[src/rtl/plantard_batch_ctrl.sv]
// Streams a block of coefficients from RAM through the Plantard reducer and
// writes the reduced values back to a destination region of the same RAM.
module plantard_batch_ctrl #(
  parameter int DATA_WIDTH = 12,
  parameter int ADDR_WIDTH = 9,
  parameter int LEN_WIDTH  = 10,
  parameter int MM_LAT     = 4,
  parameter int RD_LAT     = 1
) (
  input  logic                  i_clk,
  input  logic                  i_rst,
  input  logic                  i_start,
  input  logic [LEN_WIDTH-1:0]  i_len,
  input  logic [ADDR_WIDTH-1:0] i_src_base,
  input  logic [ADDR_WIDTH-1:0] i_dst_base,
  input  logic                  i_abort,
  output logic                  o_busy,
  output logic                  o_done,
  output logic                  o_rd_en,
  output logic [ADDR_WIDTH-1:0] o_rd_addr,
  input  logic [DATA_WIDTH-1:0] i_rd_data,
  output logic [DATA_WIDTH-1:0] o_mm_a,
  input  logic [DATA_WIDTH-1:0] i_mm_c,
  output logic                  o_wr_en,
  output logic [ADDR_WIDTH-1:0] o_wr_addr,
  output logic [DATA_WIDTH-1:0] o_wr_data
);
  localparam int DL = RD_LAT + MM_LAT;

  typedef enum logic [1:0] {S_IDLE, S_ISSUE, S_DRAIN, S_FIN} state_t;

  state_t                         r_state, w_next;
  logic [LEN_WIDTH-1:0]           r_len, r_issue_cnt;
  logic [ADDR_WIDTH-1:0]          r_src, r_dst;
  logic [DL-1:0]                  r_vld_pipe;
  logic [DL-1:0][ADDR_WIDTH-1:0]  r_idx_pipe;

  logic w_rd, w_abort, w_last_issue, w_last_wr;

  assign w_abort      = i_abort && (r_state == S_ISSUE || r_state == S_DRAIN);
  assign w_rd         = (r_state == S_ISSUE) && !i_abort;
  assign w_last_issue = (r_issue_cnt == r_len - 1'b1);
  assign w_last_wr    = r_vld_pipe[DL-1] &&
                        (LEN_WIDTH'(r_idx_pipe[DL-1]) == r_len - 1'b1);

  always_comb begin
    w_next = r_state;
    case (r_state)
      S_IDLE:  if (i_start) w_next = (i_len == '0) ? S_FIN : S_ISSUE;
      S_ISSUE: if (i_abort) w_next = S_IDLE;
               else if (w_last_issue) w_next = S_DRAIN;
      S_DRAIN: if (i_abort) w_next = S_IDLE;
               else if (w_last_wr) w_next = S_FIN;
      S_FIN:   w_next = S_IDLE;
      default: w_next = S_IDLE;
    endcase
  end

  always_ff @(posedge i_clk or posedge i_rst) begin
    if (i_rst) begin
      r_state     <= S_IDLE;
      r_len       <= '0;
      r_src       <= '0;
      r_dst       <= '0;
      r_issue_cnt <= '0;
      r_vld_pipe  <= '0;
      r_idx_pipe  <= '0;
    end else begin
      r_state <= w_next;
      if (r_state == S_IDLE && i_start) begin
        r_len       <= i_len;
        r_src       <= i_src_base;
        r_dst       <= i_dst_base;
        r_issue_cnt <= '0;
      end else if (w_rd) begin
        r_issue_cnt <= r_issue_cnt + 1'b1;
      end
      // The delay line covers RAM read plus reducer latency; abort flushes it.
      if (w_abort) r_vld_pipe <= '0;
      else         r_vld_pipe <= {r_vld_pipe[DL-2:0], w_rd};
      r_idx_pipe <= {r_idx_pipe[DL-2:0], ADDR_WIDTH'(r_issue_cnt)};
    end
  end

  assign o_busy    = (r_state == S_ISSUE) || (r_state == S_DRAIN);
  assign o_done    = (r_state == S_FIN);
  assign o_rd_en   = w_rd;
  assign o_rd_addr = r_src + ADDR_WIDTH'(r_issue_cnt);
  assign o_mm_a    = i_rd_data;
  assign o_wr_en   = r_vld_pipe[DL-1];
  assign o_wr_addr = r_dst + r_idx_pipe[DL-1];
  assign o_wr_data = i_mm_c;
endmodule
[config.mk]
export PLATFORM = sky130hd
export DESIGN_NAME = plantard_batch_ctrl
export DESIGN_NICKNAME = d
export VERILOG_FILES = /design/src/rtl/plantard_batch_ctrl.sv
export SDC_FILE = /design/constraint.sdc
export NUM_CORES = 1
export LEC_CHECK = 0
export CORE_MARGIN = 5
export CORE_UTILIZATION = 30
export DETAILED_ROUTE_END_ITERATION = 16
export DONT_BUFFER_PORTS = 1
export SLEW_MARGIN = 5
export SYNTH_ARGS = -nofsm -noshare
export SYNTH_HDL_FRONTEND = slang
export SYNTH_SLANG_ARGS = --single-unit
[constraint.sdc]
create_clock -name i_clk -period 4.2 [get_ports i_clk]
set_input_delay 0.84 -clock i_clk [delete_from_list [all_inputs] [get_ports i_clk]]
set_output_delay 0.84 -clock i_clk [all_outputs]
set_load 0.02 [all_outputs]
# Yosys cells after proc, flatten, opt, wreduce, memory -nomap -nowiden
# Index checks and enable logic that the tools add are counted.
totals:
  ff_bits: 90
  in_bits: 56
  elab_cells: 43
classes:
  n_addsub: 4
  n_eq_ne: 8
  mux: 10
  reduce_logical: 10
ops:
  columns: ["operator", "n"]
  rows:
  - ["$mux 10", 2]
  - ["$add 9x9->9", 2]
  - ["$mux 2", 6]
  - ["$add 10x1->10 const B", 1]
  - ["$eq 10x10->1", 1]
  - ["$eq 9x10->1", 1]
  - ["$logic_not 10->1", 1]
  - ["$sub 10x1->10 const B", 1]
  - ["$pmux 2 s4", 1]
  - ["$ne 3x3->1 const B", 2]
  - ["$mux 5", 1]
  - ["$eq 2x2->1 const B", 2]
  - ["$logic_and 1x1->1", 4]
  - ["$reduce_and 3->1", 1]
  - ["$eq 2x1->1 const B", 1]
  - ["$logic_not 2->1", 1]
  - ["$ne 2x2->1 const B", 1]
  - ["$reduce_bool 2->1", 1]
  - ["$logic_not 1->1", 1]
  - ["$logic_or 1x1->1", 1]

# Longest topological paths before layout
# Gate-level depths: netlist (run 1).
depth:
  ltp_word: 6
  ltp_mapped: 10
  depth_no_buf: 10

# Least setup slack after synthesis (run 1)
# OpenSTA, ideal clock, no wires.
synth_path:
  path_type: "flip-flop to output port"
  startpoint: "register r_issue_cnt[0]"
  endpoint: "output o_rd_addr[8]"
  t_arrival_ns: 2.090
  required_ns: 3.360
  slack_ns: 1.270
  path_stages_with_launch: 11
  cell_sequence: "dfrtp_1 > ha_1 > inv_1 > fa_1 > inv_1 > a21o_1 > a21oi_1 > o21bai_1 > a21oi_1 > o21ai_0 > xnor2_1"
synth_between:
  elab_chain_len: 1
synth_rtl:
  columns: ["item", "line", "rtl"]
  rows:
  - ["start, declared", "33", "logic [LEN_WIDTH-1:0] r_len, r_issue_cnt;"]
  - ["start signal, assigned", "76", "r_issue_cnt <= r_issue_cnt + 1'b1;"]
  - ["$add 9x9->9", "88", "assign o_rd_addr = r_src + ADDR_WIDTH'(r_issue_cnt);"]
  - ["end, declared", "20", "output logic [ADDR_WIDTH-1:0] o_rd_addr,"]
# Every way passes these cells.

# Worst setup path after layout (run 1)
# Ends and elaborated chain as after synthesis.

==> flow_summary.toml, run 1 <==
[cells_and_area]
final_util_pct = 32.7
syn_to_final_growth_pct = 7.50
layout_common_cells = "nand2_1, dfrtp_1, xnor2_1"
fin_cells = 593
diodes = 0
drive_above_1_share_pct = 6.36
nets = 486

[critical_path]
reg2reg_depth = 9
crit_required_ns = 3.36
worst_setup_path_end_kind = "output pin"
worstSetupStartpoint = "r_issue_cnt[0]"
cp.depth = 10
crit_slowest_cell = "dfrtp_1"
crit_type = "register to output pin"
cpPeakStageDelay_ns = 0.47
r2r_setup_slack_ns = 1.27
crit_fanout = 7
cp_cell_sequence = "ha_1 -> inv_1 -> fa_1 -> inv_1 -> a21o_1 -> a21oi_1 -> o21bai_1 -> a21oi_1 -> o21ai_0 -> xnor2_1"
rr_endpoint = "r_state[1]"
crit_path_start_kind = "register"
crit_family = "compound AO/OA/AOI/OAI gates"
r2r-start = "r_len[0]"
cp.buffers_inverters = 2
arrival_ns = 2.65
cp-endpoint = "o_rd_addr[8]"

[placement]
dp_cells = 578
portBuffers = 0
dp_hpwl_um = 6890
gp_congestion = 0.870

[yosys]
synthArstFlopShare_pct = 100
ys_seq_area_share_pct = 51.1
synth_cell_type_count = 44
syn_area_um2 = 4410
yosys_most_used_dff = "dfrtp_1"
synth_enable_flop_cells = 0
syn_area_per_cell_um2 = 10.2
synth_fp_nets = 511
yosysWarnings = 0
ys_ff_latch = 90
synth_cells = 430

[floorplan]
rows = 44
initial_utilization_pct = 30.4
die_area_um2 = 17200
die_h_um = 131
pin_count = 102
placeableCoreArea_um2 = 14500
chipWidth_um = 131

[routing]
ant_nets = 0
first_pass_iters = 5
vias = 2768
totalWireLength_um = 9110
via_per_inst = 4.67
drcViolationCount = 0
drt_iter0_drc = 168
wl_per_cell_um = 15.4

[timing]
worst_pin_slew_ns = 1.15
skew_ns = 0.00385
period_share_pct = 83.2
slew_headroom_pct = 23.1
final_max_slew_viol_count = 0
fin_setup_tns_ns = 0
setup_viol = 0
finalCriticalPeriod_ns = 3.49
hold_violations = 0
fmax_mhz = 286
holdWs_ns = 0.346
grt_setup_unrepaired = "no"

[global_route]
grt_max_degree = 59
grt_pass1_vias = 2854
grt_pass1_wl_um = 15300
antenna_found_initial = 0
grt_overflow = 0
grt_usage_pct = 11.1

[outcome]
outcome = "finished clean"

[cts]
cts_root_buffer = "clkbuf_16"
post_cts_buffers = 0
cts_resized = 0
holdBufCountCts = 0
numCtsBuffers = 9
h-tree-depth = 3
cts_buffer_depth = 2
clk_latency_ns = 0.34
cts_tree = "built"
cts.sinks = 90
clk_pin_slew_ns = 0.06

[power_and_ir_drop]
worst_ir_drop_vdd_uv = 258
p_leak_nw = 2.28
p_per_area_nw_per_um2 = 722

[worst_hold_path]
hp-class = "register to register"
min_path_cells = 0

[job]
max_cap_viol_count = 0
area by class of cell:
| cell class | instances | area (um^2) |
|---|---|---|
| flip-flops and latches | 90 | 2250 |
| inverters | 20 | 76.3 |
| clock inverters | 5 | 86.3 |
| repair buffers | 3 | 22.5 |
| multi-input cells | 281 | 1830 |
| well taps | 184 | 230 |
| fillers | 1476 | 9740 |
| clock buffers | 10 | 239 |
metal layers:
layer | vias to the layer above | GRT usage, % | wire, um
met2 | 92 | 16.6 | 4070
met3 | 28 | 5.01 | 740
met5 | - | 0 | 0
met1 | 1306 | 13.9 | 4030
met4 | 0 | 4.85 | 274
li1 | 1342 | - | -
synthesized netlist by cell type (6+ instances only):
cell      count  share of area [%]
a21oi_1      23                2.6
and2_1        6               0.85
buf_4        25                4.3
clkbuf_1     10               0.85
dfrtp_1      90                 51
ha_1         23                6.5
inv_1        20                1.7
nand2_1      90                7.7
nor2_1       18                1.5
nor3_1        9                1.0
o21ai_0      13                1.5
xnor2_1      29                5.8
xor2_1       15                3.0
flip-flops by register name (all words and copies together), names as in the netlist:
name and flops:
r_dst 9, r_issue_cnt 10, r_len 10, r_vld_pipe 5, r_state 2, r_src 9
r_idx_pipe 45
kinds of logic after synthesis:
logic type	synth area share (%)
AND/OR/NAND/NOR	15.8
multiplexers	0.227
XOR/XNOR	9.26
flip-flops	51.1
AO/OA/AOI/OAI	8.80
adder cells (fa/ha/maj)	7.44
buffers and inverters	7.36
worst min path at each step:
stage / start / end
floorplan: r_idx_pipe[1] / r_idx_pipe[10]
global placement: r_idx_pipe[34] / r_idx_pipe[43]
detailed placement: r_idx_pipe[4] / r_idx_pipe[13]
CTS: r_idx_pipe[4] / r_idx_pipe[13]
global route: r_idx_pipe[5] / r_idx_pipe[14]
finish: r_idx_pipe[5] / r_idx_pipe[14]
power by group:
group	total, mW	internal (mW)	leakage (nW)	switching, mW
combinational	1.27	0.474	0.920	0.797
sequential	1.29	1.08	1.20	0.211
clock	0.862	0.539	0.160	0.323
stage by stage:
stage,total power [mW],worst slack [ns],instance area (um^2)
3_3_place_gp,2.56,1.10,4410
2_1_floorplan,2.37,1.02,4410
5_1_grt,3.69,0.457,4740
6_report,3.42,0.706,4740
3_5_place_dp,2.59,1.07,4410
4_1_cts,3.48,0.673,4740
(Power assumes the default switching activity.)
==> run 2: changes to the inputs <==
- clock period: 4.2 -> 3.5 ns (I/O delays scaled with it)
==> run 2 against run 1 <==
Via count up 1.6%; first-iteration DRC count down 8.3%; global-route usage up 0.34 points; combinational power up 23%; clock skew up 0.0013 ns; critical endpoint unchanged; largest cell class unchanged.
==> flow_summary.toml, run 2 (synthesized netlist as in run 1, its figures left out) <==
[routing]
drt_iter0_drc = 154
drcViolationCount = 0
totalWireLength_um = 9460
vias = 2812
ant_nets = 0
first_pass_iters = 4
via_per_inst = 4.73
wl_per_cell_um = 15.9

[floorplan]
die_area_um2 = 17200
rows = 44
chipWidth_um = 131
placeableCoreArea_um2 = 14500
die_h_um = 131
pin_count = 102
initial_utilization_pct = 30.4

[job]
max_cap_viol_count = 0

[timing]
skew_ns = 0.00512
period_share_pct = 93.5
slew_headroom_pct = 37.9
worst_pin_slew_ns = 0.930
final_max_slew_viol_count = 0
fin_setup_tns_ns = 0
grt_setup_unrepaired = "no"
setup_viol = 0
holdWs_ns = 0.309
finalCriticalPeriod_ns = 3.27
fmax_mhz = 306
hold_violations = 0

[placement]
dp_cells = 580
portBuffers = 0
gp_congestion = 0.818
dp_hpwl_um = 7070
dpl-instance-area_um2 = 4440

[critical_path]
crit_type = "register to output pin"
arrival_ns = 2.57
r2r_setup_slack_ns = 0.60
crit_fanout = 7
crit_required_ns = 2.80
worst_setup_path_end_kind = "output pin"
crit_path_start_kind = "register"

[cells_and_area]
fin_cells = 595
diodes = 0
syn_to_final_growth_pct = 7.95
drive_above_1_share_pct = 6.57
nets = 488
largest-register = "r_idx_pipe"
finish.instance_area_um2 = 4760
layout_common_cells = "nand2_1, dfrtp_1, xnor2_1"
final_util_pct = 32.8
largest_reg_flops = 45
reg_top3 = "r_idx_pipe (45), r_issue_cnt (10), r_len (10)"

[cts]
h-tree-depth = 3
cts_buffer_depth = 2
cts.sinks = 90
cts_tree = "built"
cts_root_buffer = "clkbuf_16"
clk_latency_ns = 0.34
clk_pin_slew_ns = 0.06
holdBufCountCts = 0
numCtsBuffers = 9

[global_route]
grt_overflow = 0
grt_usage_pct = 11.5
grt_pass1_vias = 2954
antenna_found_initial = 0
grt_max_degree = 57
grt_pass1_wl_um = 15900

[power_and_ir_drop]
p_leak_nw = 2.29
switching_share_pct = 39.3
worst_ir_drop_vdd_uv = 360
switching_power_mw = 1.61
p_seq_share_pct = 37.5
power_frac_comb_pct = 38.1
power_frac_clock_pct = 24.5
p_int_mw = 2.49
p_per_area_nw_per_um2 = 862

[worst_hold_path]
hp-class = "input port to async pin"

[outcome]
outcome = "finished clean"
[run 2: cell count changes in the layout (fill, tap and decap cells not counted)]
| cell | previous run | this run |
|---|---|---|
| clkbuf_1 | 0 | 2 |
| inv_6 | 2 | 0 |
| buf_12 | 0 | 1 |
| buf_4 | 3 | 4 |
| clkbuf_8 | 1 | 0 |
| clkinv_4 | 1 | 2 |
| xnor2_1 | 29 | 28 |
| xnor2_2 | 0 | 1 |
[run 2: area by class of cell]
type,count,area (um^2)
fill,1454,9720
sequential,90,2250
multi-input combinational,281,1840
clock buffer,11,233
tap,184,230
clock inverter,4,77.6
inverter,20,76.3
timing repair buffer,5,50.0
[run 2: metal layers]
| layer | part of all wire, % | GRT usage (%) | vias to the layer above |
|---|---|---|---|
| met5 | 0 | 0 | - |
| met4 | 2.3 | 4.39 | 0 |
| met3 | 8.2 | 4.55 | 31 |
| met2 | 45 | 17.7 | 95 |
| met1 | 44 | 14.4 | 1344 |
| li1 | - | - | 1342 |
[run 2: final timing paths]
kind / start / endpoint / cells past startpoint
setup / recovery: r_issue_cnt[0] / o_rd_addr[8] / 10
hold / removal: i_rst / r_src[1] / 1
setup reg to reg: r_len[0] / r_state[1] / 9
hold reg to reg: r_idx_pipe[0] / r_idx_pipe[9] / 0
max in group asynchronous: i_rst / r_dst[7] / 2
min in group i_clk: r_idx_pipe[0] / r_idx_pipe[9] / 0
[run 2: critical path, cell delays in order, from the launching register on]
cell	delay, ns
dfrtp_1	0.47
ha_1	0.26
inv_1	0.07
fa_1	0.20
inv_1	0.05
a21o_1	0.17
a21oi_1	0.23
o21bai_1	0.10
a21oi_1	0.21
o21ai_0	0.17
xnor2_2	0.30
[run 2: stage by stage]
step	total power, mW	setup WS, ns
2_1_floorplan	2.85	0.465
3_3_place_gp	3.09	0.526
3_5_place_dp	3.13	0.468
4_1_cts	4.16	0.0838
5_1_grt	4.41	0.00959
6_report	4.10	0.227
[run 2: power by group through the flow]
| stage | registers, mW | clock network (mW) | logic [mW] |
|---|---|---|---|
| after floorplan | 1.44 | 0 | 1.41 |
| after global placement | 1.54 | 0 | 1.54 |
| after detailed placement | 1.56 | 0 | 1.57 |
| after CTS | 1.54 | 1.03 | 1.58 |
| after global routing | 1.58 | 1.08 | 1.75 |
| final | 1.54 | 1.00 | 1.56 |
[run 2: repair_timing]
item	in CTS	in global routing
resized for setup	0	1
setup endpoints to repair	0	1
setup buffers	0	0
hold endpoints to repair	0	0
==> run 3: changes to the inputs <==
- CORE_UTILIZATION: 30 -> 63
- PLACE_DENSITY: unset -> 0.79
==> run 3 against run 2 <==
Total power down 8.1%; hold slack better by 0.033 ns; global-route usage up 9.5 points; setup slack better by 0.0097 ns; sequential share of layout area up 2.3 points; via count down 0.85%; non-clock buffer count unchanged; clock power down 32%; flip-flop and latch count unchanged; count of clock-buffer cells in the layout down 1; critical path depth unchanged; first-iteration DRC count up 27%; highest routed layer unchanged.
==> flow_summary.toml, run 3 (synthesized netlist as in run 1, its figures left out) <==
[routing]
first_pass_iters = 4
drt_iter0_drc = 195
via_per_inst = 5.49
drcViolationCount = 0
vias = 2788
totalWireLength_um = 8230
ant_nets = 0
wl_per_cell_um = 16.2

[power_and_ir_drop]
p_per_area_nw_per_um2 = 831
switching_power_mw = 1.57
worst_ir_drop_vdd_uv = 430
power_frac_comb_pct = 41.1
p_int_mw = 2.20
p_seq_share_pct = 40.7
power_frac_clock_pct = 18.1
switching_share_pct = 41.7
p_leak_nw = 2.23

[cts]
holdBufCountCts = 0
numCtsBuffers = 9
cts_tree = "built"
cts_buffer_depth = 2
cts.sinks = 90
clk_latency_ns = 0.36
h-tree-depth = 3
clk_pin_slew_ns = 0.09
cts_root_buffer = "clkbuf_8"

[cells_and_area]
largest_reg_flops = 45
seq_area_um2 = 2250
layout_common_cells = "nand2_1, dfrtp_1, xnor2_1"
diodes = 0
nets = 488
reg_top3 = "r_idx_pipe (45), r_issue_cnt (10), r_len (10)"
finish.instance_area_um2 = 4530
largest-register = "r_idx_pipe"
syn_to_final_growth_pct = 2.90
final_util_pct = 66.7
n_fill_cell = 504
multi_input_area_um2 = 1840
drive_above_1_share_pct = 7.28

[timing]
finalCriticalPeriod_ns = 3.26
slew_headroom_pct = 36.2
worst_pin_slew_ns = 0.957
period_share_pct = 93.2
grt_setup_unrepaired = "no"
skew_ns = 0.0102
final_max_slew_viol_count = 0
fmax_mhz = 306
setup_viol = 0
fin_setup_tns_ns = 0
hold_violations = 0

[critical_path]
crit_fanout = 7
r2r-start = "r_len[0]"
cpPeakStageDelay_ns = 0.47
reg2reg_depth = 9
r2r_setup_slack_ns = 0.61
cp.buffers_inverters = 2
crit_top_cell = "inv_1"
worst_setup_path_end_kind = "output pin"
crit_slowest_cell = "dfrtp_1"
cp_cell_sequence = "ha_1 -> inv_1 -> fa_1 -> inv_1 -> a21o_1 -> a21oi_2 -> o21bai_1 -> a21oi_1 -> o21ai_1 -> xnor2_2"
crit_family = "compound AO/OA/AOI/OAI gates"
crit_path_start_kind = "register"
rr_endpoint = "r_state[1]"
crit_required_ns = 2.80
arrival_ns = 2.56
cp.depth = 10
crit_type = "register to output pin"

[floorplan]
placeableCoreArea_um2 = 6790
pin_count = 102
rows = 30
initial_utilization_pct = 64.8
die_h_um = 93.6
die_area_um2 = 8770
chipWidth_um = 93.6

[worst_hold_path]
min_to = "r_idx_pipe[16]"
hp-class = "register to register"
min_path_cells = 0
hp-start = "r_idx_pipe[7]"

[job]
max_cap_viol_count = 0

[placement]
portBuffers = 0
dp_hpwl_um = 6000
gp_congestion = 0.964
dpl-instance-area_um2 = 4330

[global_route]
grt_pass1_vias = 2872
antenna_found_initial = 0
grt_overflow = 0
grt_max_degree = 57
grt_pass1_wl_um = 14100
grt_usage_pct = 21.0

[outcome]
outcome = "finished clean"
==> run 3: cell count changes in the layout (fill, tap and decap cells not counted), sizes merged <==
cell      delta
clkbuf       -1
clkinv       -1
bufinv       -1
inv          +1
clkinvlp     +3
==> run 3: final cells by class <==
type                       count  area share, %
clock buffer                  10           2.82
clock inverter                 6           1.46
inverter                      20           1.68
multi-input combinational    281           40.6
sequential                    90           49.7
tap                           96           2.65
timing repair buffer           5           1.10
==> run 3: metrics by stage <==
stage | hold slack (ns) | setup slack [ns] | power [mW] | cells
2_1_floorplan | 0.331 | 0.465 | 2.85 | 430
3_3_place_gp | 0.332 | 0.583 | 3.03 | 492
3_5_place_dp | 0.335 | 0.452 | 3.10 | 492
4_1_cts | 0.349 | 0.0428 | 3.80 | 508
5_1_grt | 0.355 | 0.0440 | 4.05 | 508
6_report | 0.342 | 0.237 | 3.77 | 508
==> run 3: worst max path at each step <==
stage	start	end	slack [ns]
2_1_floorplan	i_rst	r_dst[0]	0.46
3_3_place_gp	r_issue_cnt[0]	o_rd_addr[8]	0.58
3_5_place_dp	r_issue_cnt[0]	o_rd_addr[8]	0.45
4_1_cts	r_issue_cnt[0]	o_rd_addr[8]	0.04
5_1_grt	r_issue_cnt[0]	o_rd_addr[8]	0.04
6_report	r_issue_cnt[0]	o_rd_addr[8]	0.24
==> run 3: worst reg2reg max path, delay by kind of cell, from the launching register on <==
family	cells	cell delay [ns]
AO/OA/AOI/OAI	4	1.07
adder cells (fa/ha/maj)	1	0.29
buffers and inverters	2	0.24
flip-flops	1	0.47
AND/OR/NAND/NOR	2	0.71
==> run 3: power by group through the flow <==
stage	clock [mW]	combinational (mW)	sequential [mW]
2_1_floorplan	0	1.41	1.44
3_3_place_gp	0	1.49	1.54
3_5_place_dp	0	1.54	1.55
4_1_cts	0.704	1.56	1.53
5_1_grt	0.751	1.73	1.57
6_report	0.684	1.55	1.53
==> run 3: metal layers <==
layer / GRT usage, % / part of all wire [%]
met1: 26.8 / 43
met2: 33.8 / 49
met3: 5.87 / 6.8
met4: 8.54 / 1.7
met5: 0 / 0
==> run 3: what timing repair did <==
item	4_1_cts	5_1_grt
setup buffers	0	0
resized for setup	0	3
setup endpoints to repair	0	1
